===== src/rtl/iir_pkg.sv =====
// iir_pkg: shared types for the biquad cascade controller.
// FSM state encoding, coefficient slot codes, burst shape.
package iir_pkg;

  typedef enum logic [2:0] {
    S_IDLE,
    S_LOAD,
    S_PREP,
    S_C0,
    S_C1,
    S_END
  } state_t;

  typedef enum logic [1:0] {
    CA_A0 = 2'b00,
    CA_A1 = 2'b01,
    CA_B  = 2'b10,
    CA_K  = 2'b11
  } caddr_t;

  localparam int BURST_LEN      = 4;
  localparam int WORDS_PER_SECT = 4;

  // Word order inside one section: a0, a1, b, K.
  function automatic caddr_t addr_of(
    input logic [1:0] slot
  );
    caddr_t a;
    unique case (slot)
      2'd0:    a = CA_A0;
      2'd1:    a = CA_A1;
      2'd2:    a = CA_B;
      default: a = CA_K;
    endcase
    return a;
  endfunction

endpackage


===== src/rtl/iir_sos_ctrl_if.sv =====
// iir_ld_if: valid/ready coefficient word stream.
// master drives ld_valid/ld_data, slave drives ld_ready.
interface iir_ld_if #(
  parameter int W = 16
);
  logic         ld_valid;
  logic         ld_ready;
  logic [W-1:0] ld_data;

  modport master (
    output ld_valid,
    output ld_data,
    input  ld_ready
  );

  modport slave (
    input  ld_valid,
    input  ld_data,
    output ld_ready
  );
endinterface


===== src/rtl/iir_coef_loader.sv =====
// iir_coef_loader: streams 4*N_SECT words into section regs.
// Ports: clk/nrst, i_clr, i_en, ld (slave), o_last, c_*, cfg_done.
module iir_coef_loader
  import iir_pkg::*;
#(
  parameter int N_SECT  = 2,
  parameter int COEFF_W = 16
) (
  input  logic               clk,
  input  logic               nrst,
  input  logic               i_clr,
  input  logic               i_en,
  iir_ld_if.slave            ld,
  output logic               o_last,
  output logic               c_we,
  output logic [N_SECT-1:0]  c_sect,
  output logic [1:0]         c_addr,
  output logic [COEFF_W-1:0] c_in,
  output logic               cfg_done
);

  localparam int NW = WORDS_PER_SECT * N_SECT;
  localparam int CW = $clog2(NW);

  logic [CW-1:0]     r_cnt;
  logic              w_xfer;
  logic              w_last;
  logic [N_SECT-1:0] w_sel;

  assign ld.ld_ready = i_en;
  assign w_xfer      = ld.ld_valid && i_en;
  assign w_last      = w_xfer && (r_cnt == CW'(NW - 1));
  assign o_last      = w_last;

  // Upper counter bits pick the section, low two the slot.
  assign w_sel = N_SECT'(1) << (r_cnt >> 2);

  always_ff @(posedge clk or negedge nrst) begin
    if (!nrst) begin
      r_cnt    <= '0;
      c_we     <= 1'b0;
      c_sect   <= '0;
      c_addr   <= '0;
      c_in     <= '0;
      cfg_done <= 1'b0;
    end else begin
      c_we     <= w_xfer;
      cfg_done <= w_last;
      if (i_clr) begin
        r_cnt <= '0;
      end else if (w_xfer) begin
        r_cnt <= w_last ? '0 : r_cnt + CW'(1);
      end
      if (w_xfer) begin
        c_in   <= ld.ld_data;
        c_addr <= addr_of(r_cnt[1:0]);
        c_sect <= w_sel;
      end
    end
  end

endmodule


===== src/rtl/iir_sos_ctrl.sv =====
// iir_sos_ctrl: coefficient load + per-sample burst sequencer.
// Ports: clk/nrst, cfg/ld load, c_* writes, s_* in, ce/mult_sel, o_*.
module iir_sos_ctrl
  import iir_pkg::*;
#(
  parameter int N_SECT  = 2,
  parameter int SAMP_W  = 27,
  parameter int COEFF_W = 16
) (
  input  logic               clk,
  input  logic               nrst,
  input  logic               cfg_start,
  input  logic               ld_valid,
  output logic               ld_ready,
  input  logic [COEFF_W-1:0] ld_data,
  output logic               cfg_done,
  output logic               coef_ok,
  output logic               c_we,
  output logic [N_SECT-1:0]  c_sect,
  output logic [1:0]         c_addr,
  output logic [COEFF_W-1:0] c_in,
  input  logic               s_valid,
  output logic               s_ready,
  input  logic [SAMP_W-1:0]  s_data,
  output logic [SAMP_W-1:0]  din,
  output logic               ce,
  output logic               mult_sel,
  input  logic [SAMP_W-1:0]  casc_dout,
  output logic               o_valid,
  output logic [SAMP_W-1:0]  o_data
);

  localparam int FW = (N_SECT > 1) ? $clog2(N_SECT) : 1;
  localparam logic [FW-1:0] FILL_MAX = FW'(N_SECT - 1);

  state_t        r_state;
  state_t        w_next;
  logic [FW-1:0] r_fill;
  logic          r_cap;
  logic          w_cfg;
  logic          w_acc;
  logic          w_last;
  logic          w_end;

  iir_ld_if #(.W(COEFF_W)) u_ld ();

  assign u_ld.ld_valid = ld_valid;
  assign u_ld.ld_data  = ld_data;
  assign ld_ready      = u_ld.ld_ready;

  iir_coef_loader #(
    .N_SECT  (N_SECT),
    .COEFF_W (COEFF_W)
  ) u_loader (
    .clk      (clk),
    .nrst     (nrst),
    .i_clr    (w_cfg),
    .i_en     (r_state == S_LOAD),
    .ld       (u_ld.slave),
    .o_last   (w_last),
    .c_we     (c_we),
    .c_sect   (c_sect),
    .c_addr   (c_addr),
    .c_in     (c_in),
    .cfg_done (cfg_done)
  );

  // A load request outranks a waiting sample.
  assign w_cfg   = (r_state == S_IDLE) && cfg_start;
  assign s_ready = ((r_state == S_IDLE) || (r_state == S_END))
                   && coef_ok && !cfg_start;
  assign w_acc   = s_valid && s_ready;
  assign w_end   = (r_state == S_END);

  always_comb begin
    w_next   = r_state;
    ce       = 1'b0;
    mult_sel = 1'b0;
    unique case (r_state)
      S_IDLE: begin
        if (w_cfg) begin
          w_next = S_LOAD;
        end else if (w_acc) begin
          w_next = S_PREP;
        end
      end
      S_LOAD: begin
        if (w_last) begin
          w_next = S_IDLE;
        end
      end
      S_PREP: begin
        w_next = S_C0;
      end
      S_C0: begin
        w_next   = S_C1;
        ce       = 1'b1;
        mult_sel = 1'b1;
      end
      S_C1: begin
        w_next = S_END;
        ce     = 1'b1;
      end
      S_END: begin
        w_next = w_acc ? S_PREP : S_IDLE;
      end
      default: begin
        w_next = S_IDLE;
      end
    endcase
  end

  always_ff @(posedge clk or negedge nrst) begin
    if (!nrst) begin
      r_state <= S_IDLE;
      coef_ok <= 1'b0;
      din     <= '0;
    end else begin
      r_state <= w_next;
      if (w_cfg) begin
        coef_ok <= 1'b0;
      end else if (w_last) begin
        coef_ok <= 1'b1;
      end
      if (w_acc) begin
        din <= s_data;
      end
    end
  end

  // Bursts before the pipe is full yield no output; once
  // saturated, each END hands one result to the next cycle.
  always_ff @(posedge clk or negedge nrst) begin
    if (!nrst) begin
      r_fill  <= '0;
      r_cap   <= 1'b0;
      o_valid <= 1'b0;
      o_data  <= '0;
    end else begin
      if (w_cfg) begin
        r_fill <= '0;
      end else if (w_end && (r_fill != FILL_MAX)) begin
        r_fill <= r_fill + FW'(1);
      end
      r_cap   <= w_end && (r_fill == FILL_MAX);
      o_valid <= r_cap;
      if (r_cap) begin
        o_data <= casc_dout;
      end
    end
  end

endmodule


===== config.mk =====
export PLATFORM = sky130hd
export DESIGN_NAME = iir_sos_ctrl
export DESIGN_NICKNAME = d
export VERILOG_FILES = /design/src/rtl/iir_pkg.sv /design/src/rtl/iir_sos_ctrl_if.sv /design/src/rtl/iir_coef_loader.sv /design/src/rtl/iir_sos_ctrl.sv
export SDC_FILE = /design/constraint.sdc
export NUM_CORES = 1
export LEC_CHECK = 0
export CAP_MARGIN = 25
export CORE_MARGIN = 1.5
export CORE_UTILIZATION = 44
export CTS_CLUSTER_SIZE = 14
export DETAILED_ROUTE_END_ITERATION = 12
export GPL_ROUTABILITY_DRIVEN = 0
export GPL_TIMING_DRIVEN = 0
export PLACE_DENSITY = 0.85
export SLEW_MARGIN = 20
export SYNTH_ARGS = -nofsm -noshare
export SYNTH_HDL_FRONTEND = slang
export SYNTH_SLANG_ARGS = --single-unit

===== constraint.sdc =====
create_clock -name clk -period 4.4 [get_ports clk]
set_input_delay 0.44 -clock clk [delete_from_list [all_inputs] [get_ports clk]]
set_output_delay 0.44 -clock clk [all_outputs]
set_load 0.02 [all_outputs]

==> results of run 1 <==
==> cells in the final DEF (no fill, tap or decap), types with 2 or more instances in the layout <==
master / netlist / layout
clkdlybuf4s50_1: 0 / 155
dfrtp_1: 86 / 86
nand2_1: 59 / 59
mux2_2: 54 / 54
clkbuf_8: 0 / 9
clkbuf_1: 4 / 6
inv_1: 5 / 5
nor2_1: 5 / 5
a21oi_1: 5 / 5
ha_1: 5 / 5
buf_2: 4 / 4
o21ai_0: 4 / 4
buf_6: 3 / 3
nor2b_1: 3 / 3
nor3b_1: 2 / 2
or2_2: 2 / 2
nor4b_1: 2 / 2
buf_1: 2 / 2
bufinv_16: 0 / 2
==> logic make-up (layout without fill, tap and decap cells) <==
logic type | after synthesis | after routing | share of synthesized area, %
simple gates | 79 | 79 | 10.7
buf+inv | 18 | 190 | 2.82
flops | 86 | 86 | 63.9
compound gates | 13 | 13 | 2.42
xor+xnor | 1 | 1 | 0.260
mux | 54 | 54 | 18.1
fa+ha+maj | 5 | 5 | 1.86
==> critical path, cell delays in order (launching register included) <==
cell and delay [ps]:
dfrtp_1 340, buf_2 210, inv_1 100, nor3b_1 300, or2_2 170, clkdlybuf4s50_1 590
==> synth_stat cells, drive strengths merged <==
| master | count | area, um^2 |
|---|---|---|
| or2 | 2 | 12.5 |
| nor2 | 5 | 18.8 |
| nand3b | 1 | 7.51 |
| dfrtp | 86 | 2150 |
| nand3 | 1 | 5.00 |
| a21oi | 5 | 25.0 |
| a32o | 1 | 10.0 |
| mux2 | 54 | 608 |
| nand4bb | 1 | 11.3 |
| or3b | 1 | 8.76 |
| o2bb2ai | 1 | 8.76 |
| o21ai | 4 | 20.0 |
| clkbuf | 4 | 15.0 |
| a211o | 1 | 8.76 |
| xor2 | 1 | 8.76 |
| nor3b | 2 | 15.0 |
| nand2 | 59 | 221 |
| and3 | 1 | 6.26 |
| nor4b | 2 | 17.5 |
| nor3 | 1 | 16.3 |
| ha | 5 | 62.6 |
| o32ai | 1 | 8.76 |
| inv | 5 | 18.8 |
| buf | 9 | 61.3 |
| nor2b | 3 | 18.8 |
==> sequential cells by signal, summed over array words and instances, names as in the netlist, 2 cells and up <==
| name | count |
|---|---|
| din | 27 |
| o_data | 27 |
| u_loader.c_in | 16 |
| r_state | 3 |
| u_loader.r_cnt | 3 |
| u_loader.c_addr | 2 |
| u_loader.c_sect | 2 |
==> worst paths after layout <==
kind                             from               end  slack [ps]  depth (start not counted)
setup / recovery           r_state[1]                ce        1910                          5
hold / removal                   nrst         o_data[0]          80                          1
setup reg to reg           r_state[0]           din[16]        2520                          5
hold reg to reg                 r_cap           o_valid         370                          0
max in group asynchronous        nrst  u_loader.c_in[0]        3710                          2
min in group clk                r_cap           o_valid         370                          0
==> layout make-up <==
type / instances / area share, %
Clock inverter: 4 / 1.38
Inverter: 5 / 0.356
Buffer: 13 / 1.45
Clock buffer: 11 / 2.49
Tap cell: 99 / 2.35
Timing Repair Buffer: 157 / 29.9
Multi-Input combinational cell: 152 / 21.2
Sequential cell: 86 / 40.8
==> per-stage QoR <==
step                power, mW  util (%)  TNS (ps)  instance area (um^2)  hold WS [ps]
finish                   2.76      71.9         0                  5270          80.9
global placement         2.18      68.9    -10130                  5050           351
floorplan                1.65         -         0                  3370           144
global route             2.91      71.9         0                  5270           114
detailed placement       2.22      69.2         0                  5070           359
CTS                      2.79      71.9         0                  5270          93.2
==> layer usage <==
metal / up-vias / GRT usage [%] / share of wire, %
li1: 1187 / - / -
met1: 1222 / 24.6 / 41
met2: 84 / 34.6 / 53
met3: 12 / 3.28 / 4.5
met4: 0 / 7.01 / 1.6
met5: - / 0 / 0
==> power by group through the flow <==
| stage | registers [mW] | logic (mW) | clock network [mW] |
|---|---|---|---|
| after floorplan | 1.36 | 0.293 | 0 |
| after global placement | 1.12 | 1.06 | 0 |
| after detailed placement | 1.13 | 1.08 | 0 |
| after CTS | 1.11 | 1.09 | 0.587 |
| after global routing | 1.14 | 1.15 | 0.617 |
| final | 1.11 | 1.08 | 0.570 |
==> summary.md, run 1 <==
| Metric | Value |
|---|---|
| Core area | `between 0.007 and 0.008 mm^2` |
| Aggregate global routing overflow | `0` |
| Placed Cells | `512` |
| Rel. slew slack | `~61%` |
| Post-Syn Area per Cell | `between 10 and 15 um^2` |
| Share of layout cells above drive strength 1 | `18.7%` |
| Synth Register Bits | `between 80 and 90` |
| Num ports | `157` |
| Max Slew Vio Count | `0` |
| Clock Power Share | `around a fifth` |
| Critical Path AT | `2050 ps` |
| PD cells | `523 mW/mm^2` |
| Sw Share | `approximately a third` |
| Setup ws final | `about 1900 ps` |
| IO Port Bufs | `156` |
| Via/cell ratio | `around 4.8` |
| CTS Buf Count | `9` |
| Register area | `approximately 0.0022 mm^2` |
| Routed Antenna Nets | `0` |
| Final Hold Vio Count | `0` |
| Max clock buf depth | `2` |
| Cells after synthesis | `around 260` |
| Worst hold-check path type | `primary input to async pin` |
| Sequential fraction of the synthesis area | `a little under two thirds` |
| Die ar. | `0.00819 mm^2` |
| Startpoint Class | `register` |
| Synth cell types | `27` |
| DR vias | `around 2500` |
| Crit end category | `primary output` |
| Clock Skew | `approximately 8 ps` |
| RSZ-0062 raised after global routing | `false` |
| Number of setup buffers added after CTS | `0` |
| YS warnings | `0` |
| WL/cell | `about 15 um` |
| Initial Utilization | `a little under half` |
| First-pass GRT wire length | `approximately 13 mm` |
| Flop pwr share | `about two fifths` |
| Gr usage total | `19.8%` |
| H-tree depth | `3` |
| CTS hold repair buffers | `0` |
| Pre-CTS setup slack | `approximately 2000 ps` |
| Worst setup path class | `register to primary output` |
| DP Wirelength | `5.94 mm` |
| Clock period minus worst slack | `~2500 ps` |
| Antenna violations before repair | `0` |
| Fill cells | `around 540` |
| N_diodes | `0` |
| FP Rows | `31` |
| Clk pin slew, worst setup/hold paths | `roughly 80 ps` |
| Mapped Nets | `approximately 340` |
| Largest fanout on the critical path | `10` |
| First DRT Iteration DRCs | `62` |
| Fmax | `around 400 MHz` |
| Area growth from synthesis to layout | `56.6%` |
| Routed WL | `between 7 and 8 mm` |
| Max IR drop VDD | `approximately 0.32 mV` |
| Mapped cell area | `0.00337 mm^2` |
| Sw power | `between 800 and 900 uW` |
| Worst path required time | `between 3000 and 4000 ps` |
| CTS tree | `done` |
| Slew @ Worst Pin | `570 ps` |
| Final setup fails | `0` |
| Root Buffer | `clkbuf_8` |
| Clock Latency Late Sink | `around 340 ps` |
| Clock sink count | `between 80 and 90` |
| Tcrit/Tclk final | `between 50% and 60%` |
| Leakage dissipation | `between 2 and 2.5 nW` |
| Status | `finished clean` |
| Non-Filler Instances | `around 530` |
| P_int | `between 1.5 and 2 mW` |
| CTS resizes | `0` |
| DRC errors left | `0` |
| Largest net degree at the start of global routing | `45` |
| Die H | `90.5 um` |
| Combinational power share | `between 30% and 40%` |
| Vias in the first global route | `between 2000 and 3000` |
| DRT Pass-1 Iters | `4` |
| Die W | `between 90 and 100 um` |
| Max cap viols | `0` |
| Nets | `between 500 and 600` |
| Area of the multi-input gates | `around 0.0011 mm^2` |
(Power assumes the default switching activity.)
==> inputs of run 2 (changes only) <==
--- a/config.mk
+++ b/config.mk
@@ -7,12 +7,12 @@
 export LEC_CHECK = 0
 export CAP_MARGIN = 25
 export CORE_MARGIN = 1.5
-export CORE_UTILIZATION = 44
+export CORE_UTILIZATION = 37
 export CTS_CLUSTER_SIZE = 14
 export DETAILED_ROUTE_END_ITERATION = 12
 export GPL_ROUTABILITY_DRIVEN = 0
 export GPL_TIMING_DRIVEN = 0
-export PLACE_DENSITY = 0.85
+export PLACE_DENSITY = 0.76
 export SLEW_MARGIN = 20
 export SYNTH_ARGS = -nofsm -noshare
 export SYNTH_HDL_FRONTEND = slang
==> constraint.sdc (replaced) <==
create_clock -name clk -period 2.25 [get_ports clk]
set_input_delay 0.225 -clock clk [delete_from_list [all_inputs] [get_ports clk]]
set_output_delay 0.225 -clock clk [all_outputs]
set_load 0.02 [all_outputs]
==> summary.md, run 2 (synthesis gave the netlist of run 1 again) <==
| Metric | Value |
|---|---|
| Leakage dissipation | `2.50 nW` |
| First-pass GRT wire length | `13.1 mm` |
| First DRT Iteration DRCs | `44` |
| Grt peak-use layer | `met2` |
| Total power | `around 5.3 mW` |
| DRT Pass-1 Iters | `4` |
| Largest fanout on the critical path | `10` |
| Routed WL | `between 7 and 8 mm` |
| Placed Cells | `521` |
| Largest net degree at the start of global routing | `56` |
| WL/cell | `14.6 um` |
| Vias in the first global route | `between 2000 and 3000` |
| Non-Filler Instances | `between 500 and 600` |
| Aggregate global routing overflow | `0` |
| DRC errors left | `0` |
| Die W | `about 98 um` |
| Max Slew Vio Count | `0` |
| Worst path required time | `roughly 2000 ps` |
| Area growth from synthesis to layout | `57.3%` |
| Slew @ Worst Pin | `about 560 ps` |
| Initial Utilization | `between 30% and 40%` |
| CTS tree | `done` |
| Worst setup path class | `register to primary output` |
| Nets | `505` |
| Via/cell ratio | `~4.7` |
| IO Port Bufs | `approximately 160` |
| Most frequent cells in the layout | `152 x clkdlybuf4s50_1, 86 x dfrtp_1, 59 x nand2_1, 54 x mux2_2, 11 x clkbuf_8` |
| GRT met2 Usage | `between 20 and 30%` |
| GR Layer Usage met1 | `around a fifth` |
| Post-route setup TNS | `0 ps` |
| Tcrit/Tclk final | `between 90% and 100%` |
| Routed Antenna Nets | `0` |
| Max IR drop VDD | `0.585 mV` |
| Core area | `0.00876 mm^2` |
| Hold_ws | `approximately 380 ps` |
| CTS Buf Count | `9` |
| FP Rows | `34` |
| Status | `finished clean` |
| Rel. slew slack | `a little over three fifths` |
| Die ar. | `a little under 0.01 mm^2` |
| DP Wirelength | `approximately 6.0 mm` |
| Critical Path AT | `around 1800 ps` |
| Clock period minus worst slack | `2070 ps` |
| Finished Cell Area | `0.00530 mm^2` |
| Fmax | `484 MHz` |
| RSZ-0062 raised after global routing | `false` |
| Clk pin slew, worst setup/hold paths | `80 ps` |
| Num ports | `157` |
| Final setup fails | `0` |
| Max cap viols | `0` |
| Top Registers | `din: 27 flops, o_data: 27 flops, u_loader.c_in: 16 flops` |
| Clock Skew | `between 9 and 10 ps` |
| Gr usage total | `about 17%` |
| Clock sink count | `86` |
| N_diodes | `0` |
| Antenna violations before repair | `0` |
| Root Buffer | `clkbuf_8` |
| Die H | `98.4 um` |
| Max clock buf depth | `2` |
| Crit end category | `primary output` |
| H-tree depth | `3` |
| Placed instance area | `slightly above 0.005 mm^2` |
| Share of layout cells above drive strength 1 | `between 10% and 20%` |
| Number of setup buffers added after CTS | `0` |
| DR vias | `between 2000 and 3000` |
| Worst hold-check path type | `register to register` |
| Met3 GRT Util | `under 10%` |
| Startpoint Class | `register` |
| Commonest non-fill, non-tap cell in the layout | `clkdlybuf4s50_1` |
| PD cells | `roughly 1000 mW/mm^2` |
| Clock Latency Late Sink | `roughly 340 ps` |
| Final Hold Vio Count | `0` |
run 2: path summary, 6_finish.rpt:
path	from	end	slack, ps	cells past startpoint
max reg2reg	r_state[0]	din[26]	360	5
max	r_state[1]	ld_ready	180	4
min reg2reg	r_cap	o_valid	380	0
max in group asynchronous	nrst	din[21]	1250	3
min	r_cap	o_valid	380	0
min in group asynchronous	nrst	o_data[4]	390	2
run 2: per-stage QoR:
step	setup slack, ps	utilization (%)
final	184	60.5
after global routing	65.7	60.5
after CTS	21.0	60.4
after detailed placement	56.3	58.1
after global placement	-2190	57.8
after floorplan	553	-
run 2: metal layers:
layer  part of all wire (%)  up-vias
li1                       -     1198
met1                     41     1230
met2                     52       88
met3                    5.6       11
met4                    1.7        0
met5                      0        -
run 2: power by group:
| part | internal [mW] | switching, mW |
|---|---|---|
| clock | 0.464 | 0.536 |
| sequential | 1.95 | 0.223 |
| combinational | 1.09 | 1.03 |
| total | 3.50 | 1.79 |
run 2: critical path: stages, from the launching register on:
cell	delay (ps)
dfrtp_1	360
buf_2	180
nor2b_2	190
nor2b_1	150
clkdlybuf4s50_1	620
run 2: layout make-up:
cell class	count	area (um^2)
fillers	735	3470
flip-flops and latches	86	2150
repair buffers	158	1600
multi-input cells	152	1130
clock buffers	12	155
well taps	108	135
plain buffers	13	77.6
clock inverters	4	31.3
inverters	5	18.8
run 2: timing repair:
action / 4_1_cts / 5_1_grt
resized for setup: 3 / 3
setup endpoints to repair: 2 / 3
hold buffers: 1 / 0
endpoints found under the hold margin: 31 / 0
==> inputs of run 3 (changes only) <==
--- a/config.mk
+++ b/config.mk
@@ -13,6 +13,7 @@
 export GPL_ROUTABILITY_DRIVEN = 0
 export GPL_TIMING_DRIVEN = 0
 export PLACE_DENSITY = 0.76
+export REMOVE_ABC_BUFFERS = 1
 export SLEW_MARGIN = 20
 export SYNTH_ARGS = -nofsm -noshare
 export SYNTH_HDL_FRONTEND = slang
==> summary.md, run 3 (synthesis gave the netlist of run 1 again) <==
| Metric | Value |
|---|---|
| Routed WL | `between 7 and 8 mm` |
| Num ports | `roughly 160` |
| Largest fanout on the critical path | `10` |
| Gr usage total | `between 10% and 20%` |
| Clock Skew | `8.95 ps` |
| Sequence of cells on the critical path | `nor2b_1 > nor2b_1 > clkdlybuf4s50_1` |
| N_diodes | `0` |
| Worst hold-check path type | `primary input to register` |
| Hold Startpoint | `ld_data[13]` |
| Worst hold stages | `3` |
| Final setup fails | `0` |
| CTS Buf Count | `9` |
| H-tree depth | `3` |
| Non-Filler Instances | `about 530` |
| Antenna violations before repair | `0` |
| Placed Cells | `just over 500` |
| Top Registers | `din: 27 flops, o_data: 27 flops, u_loader.c_in: 16 flops` |
| Die ar. | `roughly 0.0097 mm^2` |
| Slowest-stage cell, CP | `clkdlybuf4s50_1` |
| Combinational power share | `38.0%` |
| Slew @ Worst Pin | `628 ps` |
| Max Slew Vio Count | `0` |
| Commonest non-fill, non-tap cell in the layout | `clkdlybuf4s50_1` |
| Clock period minus worst slack | `approximately 2100 ps` |
| Total power | `5.43 mW` |
| Clock Latency Late Sink | `about 350 ps` |
| Most frequent cells in the layout | `154 x clkdlybuf4s50_1, 83 x dfrtp_1, 59 x nand2_1, 54 x mux2_2, 9 x clkbuf_8` |
| Number of setup buffers added after CTS | `0` |
| Clk pin slew, worst setup/hold paths | `90 ps` |
| Sw Share | `33.0%` |
| Share of layout cells above drive strength 1 | `between 10% and 20%` |
| Via/cell ratio | `roughly 4.7` |
| IO Port Bufs | `roughly 160` |
| Final Hold Vio Count | `0` |
| Die W | `around 98 um` |
| Max IR drop VDD | `just over 0.5 mV` |
| Status | `finished clean` |
| Initial Utilization | `between 30% and 40%` |
| First-pass GRT wire length | `approximately 13 mm` |
| Area growth from synthesis to layout | `56.4%` |
| FP Rows | `34` |
| Max clock buf depth | `2` |
| First DRT Iteration DRCs | `60` |
| P_int | `approximately 3.6 mW` |
| PD cells | `roughly 1000 mW/mm^2` |
| CTS tree | `done` |
| Worst r2r src | `r_state[2]` |
| Worst setup path class | `register to primary output` |
| Startpoint Class | `register` |
| Clock sink count | `86` |
| Worst path required time | `2030 ps` |
| DRC errors left | `0` |
| DR vias | `around 2500` |
| Flop pwr share | `around two fifths` |
| Fmax | `466 MHz` |
| R2R depth | `4` |
| Critical Path AT | `1920 ps` |
| Max cap viols | `0` |
| Aggregate global routing overflow | `0` |
| Clock Power Share | `between 20% and 30%` |
| DP Wirelength | `5.73 mm` |
| WL/cell | `~15 um` |
| Root Buffer | `clkbuf_8` |
| Routed Antenna Nets | `0` |
| Vias in the first global route | `2558` |
| Rel. slew slack | `about three fifths` |
| Core area | `between 0.008 and 0.009 mm^2` |
| Nets | `roughly 490` |
| Tcrit/Tclk final | `between 90% and 100%` |
| Leakage dissipation | `roughly 2.4 nW` |
| Crit Reg-Reg Endpoint | `u_loader.r_cnt[2]` |
| Hold_ws | `around 400 ps` |
| Die H | `between 90 and 100 um` |
| Reg2Reg Setup Slack | `between 150 and 200 ps` |
| Largest net degree at the start of global routing | `46` |
| RSZ-0062 raised after global routing | `false` |
| Sw power | `between 1.5 and 2 mW` |
| Crit end category | `primary output` |
| Most used cell, CP | `nor2b_1` |
| DRT Pass-1 Iters | `4` |
| Hold path endpoint | `u_loader.c_in[13]` |
| Crit-path max cell delay | `620 ps` |
run 3: repair_timing:
item / CTS / global route
pin swaps: 0 / 0
gates resized for setup: 4 / 1
hold buffers: 1 / 0
hold endpoints to repair: 44 / 0
endpoints found under the setup margin: 4 / 1
cloned: 0 / 0
run 3: metal layers:
layer,vias to the layer above,part of all wire [%],wire length (um),GRT usage (%)
li1,1170,-,-,-
met1,1205,41,3210,21.4
met2,97,51,3930,28.2
met3,13,6.1,476,3.87
met4,0,2.0,157,7.37
met5,-,0,0,0
run 3: cell type report:
class                      instances  area (um^2)
clock buffer                      11          131
clock inverter                     5         83.8
fill                             723         3500
inverter                           5         22.5
multi-input combinational        152         1120
sequential                        86         2160
tap                              108          135
timing repair buffer             160         1610
run 3: metrics by stage:
step / utilization, % / instance area (um^2) / setup TNS (ps) / worst slack, ps
2_1_floorplan: - / 3290 / 0 / 46.8
3_3_place_gp: 56.9 / 4990 / -206300 / -2150
3_5_place_dp: 57.4 / 5030 / -655 / -173
4_1_cts: 60.0 / 5260 / 0 / 20.5
5_1_grt: 60.1 / 5270 / 0 / 3.66
6_report: 60.1 / 5270 / 0 / 103
run 3: critical path: cells and delay by family (launching register included):
family	cells	cell delay (ps)
buffers and inverters	1	620
DFF	1	520
and+or+nand+nor	2	440
run 3: how the worst max path moves through the flow:
stage,from,to,slack [ps],cells past startpoint
6_report,r_state[0],ld_ready,100,3
5_1_grt,r_state[2],u_loader.r_cnt[2],4,4
4_1_cts,r_state[1],ce,20,4
3_5_place_dp,ld_valid,u_loader.r_cnt[2],-170,5
3_3_place_gp,nrst,o_data[16],-2150,1
2_1_floorplan,r_state[2],u_loader.r_cnt[2],50,4
run 3: power by group through the flow:
stage | sequential (mW) | clock [mW] | combinational [mW]
after global placement | 2.21 | 0 | 2.03
after global routing | 2.27 | 1.28 | 2.20
after detailed placement | 2.23 | 0 | 2.08
after floorplan | 2.67 | 0 | 0.520
final | 2.20 | 1.17 | 2.06
after CTS | 2.20 | 1.22 | 2.09
